<file path="src/rtl/vga_pattern_gen_if.sv">
// Pixel-stage bus: coordinates, syncs and pattern request in; re-timed syncs and colour out.
interface vga_pattern_gen_if;
    logic       HSync_in;
    logic       VSync_in;
    logic [9:0] col;
    logic [9:0] row;
    logic       pattern_next;
    logic       HSync_out;
    logic       VSync_out;
    logic       R;
    logic       G;
    logic       B;

    modport master (
        output HSync_in, VSync_in, col, row, pattern_next,
        input  HSync_out, VSync_out, R, G, B
    );

    modport slave (
        input  HSync_in, VSync_in, col, row, pattern_next,
        output HSync_out, VSync_out, R, G, B
    );
endinterface

</file>
<file path="src/rtl/vga_pattern_gen.sv">
// Test-pattern colour stage: two-clock pipeline from (col,row,syncs) to (R,G,B,syncs).
// Pattern and bouncing-box state only change on the first blanking line.
module vga_pattern_gen #(
    parameter int unsigned ACTIVE_COLS = 640,
    parameter int unsigned ACTIVE_ROWS = 480,
    parameter int unsigned BAR_WIDTH   = 80,
    parameter int unsigned CHECK_SHIFT = 5,
    parameter int unsigned BOX_SIZE    = 32
) (
    input  logic               clk,
    input  logic               rst,
    vga_pattern_gen_if.slave   bus
);

    typedef enum logic [1:0] {
        PAT_SOLID = 2'd0,
        PAT_BARS  = 2'd1,
        PAT_CHECK = 2'd2,
        PAT_BOX   = 2'd3
    } pattern_e;

    localparam logic [10:0] COLS11 = 11'(ACTIVE_COLS);
    localparam logic [10:0] ROWS11 = 11'(ACTIVE_ROWS);
    localparam logic [10:0] BOX11  = 11'(BOX_SIZE);
    localparam logic [10:0] X_MAX  = 11'(ACTIVE_COLS - BOX_SIZE);
    localparam logic [10:0] Y_MAX  = 11'(ACTIVE_ROWS - BOX_SIZE);

    // Frame-rate state
    pattern_e    pattern_q, pattern_d;
    logic        pending_q, pending_d;
    logic [10:0] box_x_q, box_x_d;
    logic [10:0] box_y_q, box_y_d;
    logic        dx_neg_q, dx_neg_d;
    logic        dy_neg_q, dy_neg_d;

    // Stage 1
    logic        hs_s1_q, hs_s1_d;
    logic        vs_s1_q, vs_s1_d;
    logic        active_s1_q, active_s1_d;
    logic        inbox_s1_q, inbox_s1_d;
    logic        chk_s1_q, chk_s1_d;
    logic [2:0]  bar_s1_q, bar_s1_d;
    pattern_e    pat_s1_q, pat_s1_d;

    // Stage 2
    logic [2:0]  rgb_s2_q, rgb_s2_d;
    logic        hs_s2_q, hs_s2_d;
    logic        vs_s2_q, vs_s2_d;

    logic [10:0] col11, row11;
    logic        frame_tick;

    assign col11      = {1'b0, bus.col};
    assign row11      = {1'b0, bus.row};
    assign frame_tick = (col11 == 11'd0) && (row11 == ROWS11);

    // Pattern select and box motion, both advanced only on frame_tick
    always_comb begin
        pattern_d = pattern_q;
        pending_d = pending_q;
        box_x_d   = box_x_q;
        box_y_d   = box_y_q;
        dx_neg_d  = dx_neg_q;
        dy_neg_d  = dy_neg_q;
        if (frame_tick) begin
            if (pending_q || bus.pattern_next) begin
                pattern_d = pattern_e'(pattern_q + 2'd1);
            end
            pending_d = 1'b0;

            if (!dx_neg_q && box_x_q == X_MAX) begin
                dx_neg_d = 1'b1;
                box_x_d  = box_x_q - 11'd1;
            end else if (dx_neg_q && box_x_q == 11'd0) begin
                dx_neg_d = 1'b0;
                box_x_d  = box_x_q + 11'd1;
            end else begin
                box_x_d  = dx_neg_q ? box_x_q - 11'd1 : box_x_q + 11'd1;
            end

            if (!dy_neg_q && box_y_q == Y_MAX) begin
                dy_neg_d = 1'b1;
                box_y_d  = box_y_q - 11'd1;
            end else if (dy_neg_q && box_y_q == 11'd0) begin
                dy_neg_d = 1'b0;
                box_y_d  = box_y_q + 11'd1;
            end else begin
                box_y_d  = dy_neg_q ? box_y_q - 11'd1 : box_y_q + 11'd1;
            end
        end else if (bus.pattern_next) begin
            pending_d = 1'b1;
        end
    end

    // Stage 1: capture syncs and reduce coordinates to the few flags the colour mux needs.
    // The pattern is captured alongside so colour and box flags see the same frame's state.
    always_comb begin
        hs_s1_d     = bus.HSync_in;
        vs_s1_d     = bus.VSync_in;
        active_s1_d = (col11 < COLS11) && (row11 < ROWS11);
        inbox_s1_d  = (col11 >= box_x_q) && (col11 < box_x_q + BOX11) &&
                      (row11 >= box_y_q) && (row11 < box_y_q + BOX11);
        chk_s1_d    = bus.col[CHECK_SHIFT] ^ bus.row[CHECK_SHIFT];
        bar_s1_d    = 3'(bus.col / 10'(BAR_WIDTH));
        pat_s1_d    = pattern_q;
    end

    // Stage 2: colour mux with blanking forced to black
    always_comb begin
        hs_s2_d  = hs_s1_q;
        vs_s2_d  = vs_s1_q;
        rgb_s2_d = '0;
        if (active_s1_q) begin
            unique case (pat_s1_q)
                PAT_SOLID: rgb_s2_d = 3'b111;
                PAT_BARS:  rgb_s2_d = 3'd7 - bar_s1_q;
                PAT_CHECK: rgb_s2_d = {3{chk_s1_q}};
                PAT_BOX:   rgb_s2_d = inbox_s1_q ? 3'b111 : 3'b001;
                default:   rgb_s2_d = '0;
            endcase
        end
    end

    // All registers, synchronous reset
    always_ff @(posedge clk) begin
        if (rst) begin
            pattern_q   <= PAT_SOLID;
            pending_q   <= 1'b0;
            box_x_q     <= '0;
            box_y_q     <= '0;
            dx_neg_q    <= 1'b0;
            dy_neg_q    <= 1'b0;
            hs_s1_q     <= 1'b0;
            vs_s1_q     <= 1'b0;
            active_s1_q <= 1'b0;
            inbox_s1_q  <= 1'b0;
            chk_s1_q    <= 1'b0;
            bar_s1_q    <= '0;
            pat_s1_q    <= PAT_SOLID;
            rgb_s2_q    <= '0;
            hs_s2_q     <= 1'b0;
            vs_s2_q     <= 1'b0;
        end else begin
            pattern_q   <= pattern_d;
            pending_q   <= pending_d;
            box_x_q     <= box_x_d;
            box_y_q     <= box_y_d;
            dx_neg_q    <= dx_neg_d;
            dy_neg_q    <= dy_neg_d;
            hs_s1_q     <= hs_s1_d;
            vs_s1_q     <= vs_s1_d;
            active_s1_q <= active_s1_d;
            inbox_s1_q  <= inbox_s1_d;
            chk_s1_q    <= chk_s1_d;
            bar_s1_q    <= bar_s1_d;
            pat_s1_q    <= pat_s1_d;
            rgb_s2_q    <= rgb_s2_d;
            hs_s2_q     <= hs_s2_d;
            vs_s2_q     <= vs_s2_d;
        end
    end

    assign bus.R         = rgb_s2_q[2];
    assign bus.G         = rgb_s2_q[1];
    assign bus.B         = rgb_s2_q[0];
    assign bus.HSync_out = hs_s2_q;
    assign bus.VSync_out = vs_s2_q;

endmodule
</file>
<file path="src/flat_wrapper.sv">
// flat-port wrapper written by rule: the top's interface ports become plain ports
module vga_pattern_gen_flat 
#(
    parameter int unsigned ACTIVE_COLS = 640,
    parameter int unsigned ACTIVE_ROWS = 480,
    parameter int unsigned BAR_WIDTH   = 80,
    parameter int unsigned CHECK_SHIFT = 5,
    parameter int unsigned BOX_SIZE    = 32
)
  (clk, rst, bus_HSync_in, bus_VSync_in, bus_col, bus_row, bus_pattern_next, bus_HSync_out, bus_VSync_out, bus_R, bus_G, bus_B);
  vga_pattern_gen_if bus_i ();
  input  logic clk;
  input  logic rst;
  input wire logic [$bits(bus_i.HSync_in)-1:0] bus_HSync_in;
  input wire logic [$bits(bus_i.VSync_in)-1:0] bus_VSync_in;
  input wire logic [$bits(bus_i.col)-1:0] bus_col;
  input wire logic [$bits(bus_i.row)-1:0] bus_row;
  input wire logic [$bits(bus_i.pattern_next)-1:0] bus_pattern_next;
  output wire logic [$bits(bus_i.HSync_out)-1:0] bus_HSync_out;
  output wire logic [$bits(bus_i.VSync_out)-1:0] bus_VSync_out;
  output wire logic [$bits(bus_i.R)-1:0] bus_R;
  output wire logic [$bits(bus_i.G)-1:0] bus_G;
  output wire logic [$bits(bus_i.B)-1:0] bus_B;
  assign bus_i.HSync_in = bus_HSync_in;
  assign bus_i.VSync_in = bus_VSync_in;
  assign bus_i.col = bus_col;
  assign bus_i.row = bus_row;
  assign bus_i.pattern_next = bus_pattern_next;
  assign bus_HSync_out = bus_i.HSync_out;
  assign bus_VSync_out = bus_i.VSync_out;
  assign bus_R = bus_i.R;
  assign bus_G = bus_i.G;
  assign bus_B = bus_i.B;
  vga_pattern_gen #(.ACTIVE_COLS(ACTIVE_COLS), .ACTIVE_ROWS(ACTIVE_ROWS), .BAR_WIDTH(BAR_WIDTH), .CHECK_SHIFT(CHECK_SHIFT), .BOX_SIZE(BOX_SIZE)) u_core (.clk(clk), .rst(rst), .bus(bus_i));
endmodule
</file>
<file path="config.mk">
export PLATFORM = sky130hd
export DESIGN_NAME = vga_pattern_gen_flat
export DESIGN_NICKNAME = d
export VERILOG_FILES = /design/src/rtl/vga_pattern_gen_if.sv /design/src/rtl/vga_pattern_gen.sv /design/src/flat_wrapper.sv
export SDC_FILE = /design/constraint.sdc
export NUM_CORES = 1
export LEC_CHECK = 0
export BUFFER_PORTS_ARGS = -buffer_cell sky130_fd_sc_hd__buf_2
export CORE_UTILIZATION = 55
export CTS_BUF_LIST = sky130_fd_sc_hd__clkbuf_4
export DETAILED_ROUTE_END_ITERATION = 6
export PLACE_DENSITY_LB_ADDON = 0.2
export SLEW_MARGIN = 5
export SYNTH_ARGS = -nofsm -noshare
export SYNTH_HDL_FRONTEND = slang
export SYNTH_SLANG_ARGS = --single-unit
</file>
<file path="constraint.sdc">
create_clock -name clk -period 3.1 [get_ports clk]
set_clock_uncertainty 0.05 [all_clocks]
set_input_delay 0 -clock clk [delete_from_list [all_inputs] [get_ports clk]]
set_output_delay 0 -clock clk [all_outputs]
set_load 0.01 [all_outputs]
</file>
* Word-level counts from Yosys, hierarchy flattened
Cells that the tools add are included.
** Operators by class
- Divide/modulo/power cells :: 1
- Bitwise logic cells :: 2
- Reduce and logical (&&, ||, !) cells :: 23
- Equal/unequal tests :: 6
- Mux-type cells :: 12
- Add/subtract/negate cells :: 8
- Order comparisons :: 6
** Operators by type and width (count)
- 11-bit two-way mux :: 6
- 11-bit zero test :: 3
- 11-bit by 1-bit adder with 11-bit output, second input constant :: 2
- 11-bit by 6-bit adder with 11-bit output, second input constant :: 2
- 10-bit by 11-bit greater-or-equal comparator with 1-bit output :: 2
- 10-bit by 11-bit < comparator with 1-bit output :: 2
- 11-bit by 1-bit subtractor with 11-bit output, second input constant :: 2
- 3-bit one-hot mux with 4 select lines :: 1
- 11-bit by 10-bit equality test with 1-bit output, second input constant :: 1
- 11-bit by 9-bit equality test with 1-bit output, second input constant :: 1
- 10-bit by 7-bit divider with 10-bit output, second input constant :: 1
- 10-bit by 9-bit equality test with 1-bit output, second input constant :: 1
- 10-bit < comparator, second input constant :: 1
- 10-bit by 9-bit < comparator with 1-bit output, second input constant :: 1
- 1-bit logical AND :: 9
- 2-bit AND reduction :: 3
- 2-bit equality test, second input constant :: 2
- 1-bit two-way mux :: 4
- 2-bit nonzero test :: 2
- 2-bit OR reduction :: 2
- 3-bit two-way mux :: 1
- 3-bit subtractor, first input constant :: 1
- 2-bit by 1-bit adder with 2-bit output, second input constant :: 1
- 2-bit by 1-bit equality test with 1-bit output, second input constant :: 1
- other kinds (5) :: 6
** Word-level totals
- Logic and storage cells :: 74
- Output and inout bits :: 5
- Flip-flop bits (word level) :: 42
- Input port bits :: 25

* Longest topological paths before layout
Gate-level depths: netlist (run 1).
- Depth after elaboration :: 5
- Mapped depth :: 10
- Gate-level depth less buffers :: 9

* Worst setup path before layout (run 1)
No wires, ideal clock.
- Path kind :: reg-to-reg
- Start point :: register u_core.box_y_q[0]
- End point :: register u_core.box_y_q[3]
- Slack :: 0.713 ns
- Setup time :: 0.123 ns
- Data required time :: 2.927 ns
- Arrival :: 2.214 ns
- Stages on the path, launching flop included :: 10
- Buffers on the path :: 1
- Clock period less this slack :: 2.387 ns
- Cell sequence :: dfxtp_1 -> inv_1 -> ha_1 -> or4b_4 -> o31ai_4 -> o2bb2ai_2 -> buf_6 -> nand4_1 -> a21oi_1 -> mux2_1
** On the way
- Longest elaborated chain between the ends :: 4
- Elaborated cells between the ends (all ways) :: 9
- Classes of those cells :: 2 x add/sub; 1 x eq/ne; 3 x mux; 3 x reduce/logical
** RTL lines
- start, declared :: line vga_pattern_gen.sv:32 : logic [10:0] box_y_q, box_y_d;
- start signal, assigned :: line vga_pattern_gen.sv:147 : box_y_q <= box_y_d;
- 11-bit by 1-bit adder with 11-bit output (tied with other cells) :: line vga_pattern_gen.sv:86, vga_pattern_gen.sv:88
- 11-bit two-way mux or 1-bit logical AND (tied branches) :: line vga_pattern_gen.sv:88, vga_pattern_gen.sv:84
- 11-bit two-way mux :: line vga_pattern_gen.sv:84 : end else if (dy_neg_q && box_y_q == 11'd0) begin
- 11-bit two-way mux * :: line vga_pattern_gen.sv:81 : if (!dy_neg_q && box_y_q == Y_MAX) begin
Mark *: on every way between the ends. The rest lies on a longest branch, timed or not.
A chain may end at the register's enable or synchronous reset.

* Worst setup path after layout (run 1)
- Start point :: register u_core.box_y_q[1]
- End point :: register u_core.box_y_q[4]
The elaborated chain is that of the path after synthesis.

==> results of run 1 <==
[cells by family (layout without fill, tap and decap cells)]
| family | count (synthesis) | after routing | synth area share, % |
|---|---|---|---|
| buffers and inverters | 54 | 82 | 6.792 |
| and+or+nand+nor | 166 | 166 | 25.93 |
| xor gates and xnor gates | 19 | 19 | 4.991 |
| DFF | 42 | 42 | 25.22 |
| AOI/OAI and AO/OA | 90 | 90 | 18.27 |
| adders and majority gates | 39 | 39 | 14.56 |
| muxes | 13 | 13 | 4.240 |
[worst min-delay path by stage]
stage	startpoint	end	slack, ns	depth (start not counted)
floorplan	bus_HSync_in	u_core.hs_s1_q$_SDFF_PP0_	0.08	1
global placement	bus_VSync_in	u_core.vs_s1_q$_SDFF_PP0_	0.16	2
detailed placement	bus_VSync_in	u_core.vs_s1_q$_SDFF_PP0_	0.17	2
CTS	bus_col[6]	u_core.bar_s1_q[0]$_SDFF_PP0_	0.01	3
global route	bus_col[6]	u_core.bar_s1_q[0]$_SDFF_PP0_	0.05	3
finish	bus_col[6]	u_core.bar_s1_q[0]$_SDFF_PP0_	0.04	3
[layout make-up]
cell class / instances / share of cell area (%)
Clock buffer: 5 / 1.037
Clock inverter: 3 / 0.4492
Inverter: 35 / 3.628
Multi-Input combinational cell: 327 / 62.61
Sequential cell: 42 / 23.22
Tap cell: 72 / 2.488
Timing Repair Buffer: 39 / 6.565
[metal layers]
| metal | up-vias | GRT usage (%) |
|---|---|---|
| met5 | - | 0 |
| met4 | 0 | 7.857 |
| met3 | 7 | 3.886 |
| met2 | 126 | 44.62 |
| met1 | 1487 | 40.33 |
| li1 | 1587 | - |
[flip-flops by register name, summed over array words and instances (netlist names), 2 cells and up]
register         flops
u_core.bar_s1_q      3
u_core.box_x_q      11
u_core.box_y_q      11
u_core.pat_s1_d      2
u_core.pat_s1_q      2
u_core.rgb_s2_q      3
[power groups by stage]
stage / sequential, mW / clock [mW] / combinational (mW)
6_report: 0.552 / 0.279 / 0.143
5_1_grt: 0.553 / 0.301 / 0.162
4_1_cts: 0.552 / 0.284 / 0.142
3_5_place_dp: 0.564 / 0 / 0.134
3_3_place_gp: 0.563 / 0 / 0.131
2_1_floorplan: 0.565 / 0 / 0.0849
[what timing repair did]
action                    4_1_cts  5_1_grt
gates resized for setup         0        0
hold endpoints to repair        9        0
hold buffers                    7        0
[through the flow]
stage	total power, mW	hold WS, ns	instances	utilization (%)
global placement	0.6940	0.1591	508	61.62
CTS	0.9774	0.01437	523	63.80
floorplan	0.6494	0.07818	423	-
detailed placement	0.6983	0.1651	508	61.62
global route	1.016	0.04806	523	63.80
finish	0.9743	0.03755	523	63.80
[cell usage in the layout, fill, tap and decap left out, types with 8 or more instances in the layout]
cell type	netlist	final
nor2_1	48	48
dfxtp_1	42	42
ha_1	38	38
inv_1	35	35
buf_2	5	29
a21oi_1	24	24
nand2_1	20	20
xnor2_1	18	18
nor3_1	18	18
nand3_1	17	17
o21ai_0	17	17
nor4_1	13	13
nand4_1	12	12
nor2b_1	9	9
mux2_2	8	8
[worst register-to-register path: cells and delay by family (launching register included)]
kind	cells	cell delay (ns)
buf+inv	1	0.12
fa+ha+maj	1	0.21
flops	1	0.38
mux	1	0.35
simple gates	3	1.04
compound gates	2	0.45
==> flow_summary.toml, run 1 <==
[run_status]
outcome = "finished, final reports clean"

[yosys]
yosys.area.top_type_share_pct = 25.22
syn_nets = 486
yosysWarnings = 0
async_reset_ff_share_pct = 0
synth_commonest_cells = "nor2_1, dfxtp_1, ha_1, inv_1, a21oi_1"
ys_seq_area_share_pct = 25.22
netlist_area_um2 = 3334
synth-edff-count = 0
syn-instance-count = 423
synth_ff_type = "dfxtp_1"
yosys.area.top_type = "dfxtp_1"
synth_most_common_cell = "nor2_1"
synth.avg_cell_area_um2 = 7.883
synth-seq-cells = 42
synthTopCellsByArea = "dfxtp_1, ha_1, nor2_1"
ys_types = 64

[power]
seq_power_share_pct = 56.6
switching_share_pct = 28.66
leakagePower_nw = 1.412
ir_worst_vdd_mv = 0.1650
pwr-share-comb_pct = 14.7
clkPwrFrac_pct = 28.7
p_sw_uw = 279.2
p_int_uw = 695.1
power_density_nw_per_um2 = 269.1

[placed_design]
pre_cts_slack_ns = 0.4671
hpwl_um = 6227
dpl_cell_area_um2 = 3497
port_buffers = 29
gp_routability_congestion = 0.9122

[die]
core_area_um2 = 5675
die_area_um2 = 6378
die_h_um = 79.86
initial_utilization_pct = 58.75
rows = 27
ios = 30
die_x_um = 79.86

[layout]
seq_area_um2 = 840.8
drive_above_1_share_pct = 12.86
fillCellCount = 537
nets = 513
antenna_cells = 0
multi_input_area_um2 = 2267
design_area_um2 = 3621
area_growth_pct = 8.593

[routing]
met3_length_um = 562
wl_um = 8252
ant_nets = 0
top_layer_used = "met4"
wl_per_cell_um = 15.78
via_count = 3207
dr.pass1.iters = 5
wl_met1_um = 3912
drc = 0
route.met2.wl_um = 3690
drt-initial-drc-count = 312
via_per_inst = 6.132

[run]
maxCapViolations = 0

[critical_path]
crit_fanout = 15
worst-setup-path-type = "register to register"
cp.depth = 8
r2r_start = "u_core.box_y_q[1]$_SDFFE_PP0P_"
worst-r2r-cell-count = 8
crit_required_ns = 3.34
rrSetupSlack_ns = 0.42
path_delay_family = "simple AND/OR/NAND/NOR gates"
critPathSlowestCell = "or4b_4"
path_cells = "inv_1 -> ha_1 -> or4b_4 -> nor4_1 -> o2bb2ai_2 -> nand4b_1 -> a21oi_1 -> mux2_2"
r2r-end = "u_core.box_y_q[4]$_SDFFE_PP0P_"
cp.arrival_ns = 2.92
worst_setup_path_end_kind = "register"
slowest_delay_ns = 0.51
crit_path_start = "u_core.box_y_q[1]$_SDFFE_PP0P_"
path_buf_inv = 1
endpoint = "u_core.box_y_q[4]$_SDFFE_PP0P_"
crit_path_start_kind = "register"

[clocking]
post_cts_buffers = 0
clock_latency_ns = 0.38
numCtsBuffers = 5
cts_tree = "done"
ctsRootBufferMaster = "clkbuf_4"
clk_pin_slew_worst_paths_ns = 0.14
clockBufferDepth = 2
htreeDepth = 2
clock_sinks = 42

[timing]
slew_viol_final = 0
setup-tns-final_ns = 0
post-route-min-period_ns = 2.684
layout_setup_ws_ns = 0.4159
finalHoldViolCount = 0
relSlewSlack_pct = 56.25
period_share_pct = 86.58
worst_pin_slew_ns = 0.6524
rsz0062_at_grt = "false"
finalSetupViolations = 0
max_freq_mhz = 372.6

[global_route]
grt_first_pass_wirelength_um = 14140
grt_overflow = 0
grt_max_degree = 26
grt_usage_pct = 28.43
antenna_found_initial = 0
grt_pass1_vias = 2920

[worst_hold_path]
hold_path_class = "input port to register"
(Power assumes the default switching activity.)
==> run 2, diff against run 1 <==
Settings changed: ABC_AREA from default to 1, TNS_END_PERCENT from default to 50.
==> run 2 against run 1 <==
- wire length is 12% higher
- combinational power is 8% higher
- largest cell class unchanged
- non-clock buffer count is 4 lower
- global-route usage is 1.6 points lower
- hold slack worse by 0.0046 ns
- the run now ends with design-rule violations left
==> flow_summary.toml, run 2 <==
[run_status]
outcome = "finished with violations"
violations = "design-rule violations"

[yosys]
syn-instance-count = 561
syn_nets = 624
yosys.area.top_type = "dfxtp_1"
ys_seq_area_share_pct = 22.27
ys_types = 42
synth_commonest_cells = "nand2_1, inv_1, nor2_1, nand3_1, dfxtp_1"
async_reset_ff_share_pct = 0
yosys.area.top_type_share_pct = 22.27
synth_ff_type = "dfxtp_1"
yosysWarnings = 0
synth.avg_cell_area_um2 = 6.729
synth-seq-cells = 42
synthTopCellsByArea = "dfxtp_1, ha_1, nand2_1"
synth_most_common_cell = "nand2_1"
synth-edff-count = 0
netlist_area_um2 = 3775

[clocking]
ctsRootBufferMaster = "clkbuf_4"
post_cts_buffers = 0
numCtsBuffers = 5
clk_pin_slew_worst_paths_ns = 0.13
clock_latency_ns = 0.37
cts_tree = "done"
htreeDepth = 2
clock_sinks = 42
clockBufferDepth = 2

[global_route]
antenna_found_initial = 0
grt_usage_pct = 26.83
grt_overflow = 0
grt_first_pass_wirelength_um = 15590
grt_max_degree = 28
grt_pass1_vias = 3406

[layout]
final_cell_mix = "nand2_1, inv_1, nor2_1, nand3_1, dfxtp_1"
top_regs = "u_core.box_x_q (11), u_core.box_y_q (11)"
drive_above_1_share_pct = 12.59
design_area_um2 = 4014
nets = 650
antenna_cells = 0
area_growth_pct = 6.331
fillCellCount = 608
layout_commonest_cell = "nand2_1"

[timing]
finalSetupViolations = 0
max_freq_mhz = 473.6
period_share_pct = 68.12
setup-tns-final_ns = 0
relSlewSlack_pct = 58.89
post-route-min-period_ns = 2.112
finalHoldViolCount = 0
worst_pin_slew_ns = 0.6166
slew_viol_final = 0
rsz0062_at_grt = "false"

[die]
ios = 30
initial_utilization_pct = 58.12
rows = 29
core_area_um2 = 6495
die_h_um = 84.85
die_area_um2 = 7199
die_x_um = 84.85

[critical_path]
crit_required_ns = 3.36
cp.arrival_ns = 2.37
crit_path_start_kind = "register"
crit_fanout = 8
worst_setup_path_end_kind = "register"
worst-setup-path-type = "register to register"

[routing]
drt-initial-drc-count = 172
wl_um = 9219
dr.pass1.iters = 7
via_count = 3727
ant_nets = 0
wl_per_cell_um = 13.86
drc = 4
via_per_inst = 5.605

[placed_design]
dpl_cell_area_um2 = 3900
port_buffers = 29
gp_routability_congestion = 0.8577
hpwl_um = 7164

[power]
switching_share_pct = 28.70
leakagePower_nw = 1.966
pwr-share-comb_pct = 15.7
seq_power_share_pct = 55.9
p_int_uw = 705.4
power_density_nw_per_um2 = 246.5
ir_worst_vdd_mv = 0.2029
clkPwrFrac_pct = 28.5
p_sw_uw = 284.0

[worst_hold_path]
hold_path_class = "input port to register"

[run]
maxCapViolations = 0
-- run 2: changes by cell type in the layout (fill, tap and decap cells not counted), moves of 13 or more --
cell / previous run / this run
xor2_1: 1 / 27
nand2_1: 20 / 124
a21oi_1: 24 / 37
nand3_1: 17 / 49
inv_1: 35 / 62
xnor2_1: 18 / 5
-- run 2: final timing paths --
check / from / slack [ns] / end / cells past startpoint
worst max register to register: u_core.box_y_q[5]$_SDFFE_PP0P_ / 0.99 / u_core.inbox_s1_q$_SDFF_PP0_ / 11
worst min-delay path: bus_col[9] / 0.03 / u_core.bar_s1_q[2]$_SDFF_PP0_ / 3
worst max-delay path: u_core.box_y_q[5]$_SDFFE_PP0P_ / 0.99 / u_core.inbox_s1_q$_SDFF_PP0_ / 11
worst min register to register: u_core.vs_s1_q$_SDFF_PP0_ / 0.36 / u_core.bus.VSync_out$_SDFF_PP0_ / 2
-- run 2: logic make-up after synthesis --
family | synth area share [%]
flops | 22.27
fa+ha+maj | 12.60
simple gates | 36.29
xor+xnor | 7.425
buf+inv | 10.18
compound gates | 11.24
-- run 2: stage by stage --
step	setup slack, ns	instances	hold WS, ns	power, mW	utilization [%]
after global placement	1.100	651	0.1478	0.7085	60.05
after CTS	1.002	665	0.02348	0.9946	61.80
after floorplan	1.236	561	0.04818	0.6610	-
final	0.9884	665	0.03297	0.9894	61.80
after detailed placement	1.051	651	0.1588	0.7127	60.05
after global routing	0.7972	665	0.04407	1.043	61.80
-- run 2: final cells by class --
| class | count | area, µm² | share of cell area [%] |
|---|---|---|---|
| multi-input cells | 432 | 2550 | 63.53 |
| flip-flops and latches | 42 | 840.8 | 20.95 |
| inverters | 71 | 267.8 | 6.671 |
| repair buffers | 35 | 205.2 | 5.112 |
| well taps | 77 | 96.34 | 2.400 |
| clock buffers | 6 | 45.04 | 1.122 |
| clock inverters | 2 | 8.758 | 0.2182 |
-- run 2: repair_timing --
action	4_1_cts	5_1_grt
gates resized for setup	0	0
hold buffers	6	0
hold endpoints to repair	6	0
-- run 2: routing by layer --
metal  part of all wire, %  vias up  GRT usage [%]
met3                   4.8       17          4.183
li1                      -     1898              -
met4                   1.6        0          7.858
met1                    49     1711          36.45
met5                     0        -              0
met2                    45      101          44.12
-- run 2: critical path, cell delays in order (launching register included) --
cell and delay, ns:
dfxtp_1 0.51, inv_1 0.21, ha_1 0.32, inv_1 0.04
ha_1 0.29, nand2_1 0.09, a21oi_1 0.05, a211oi_1 0.17
nor2_1 0.07, nor2_1 0.09, nand2_1 0.06, nor2_1 0.09
-- run 2: power by group through the flow --
stage	Clock, mW	Combinational (mW)	Sequential, mW
after floorplan	0	0.0953	0.566
after global placement	0	0.144	0.565
after detailed placement	0	0.148	0.565
after CTS	0.288	0.154	0.553
after global routing	0.311	0.178	0.554
final	0.282	0.155	0.553
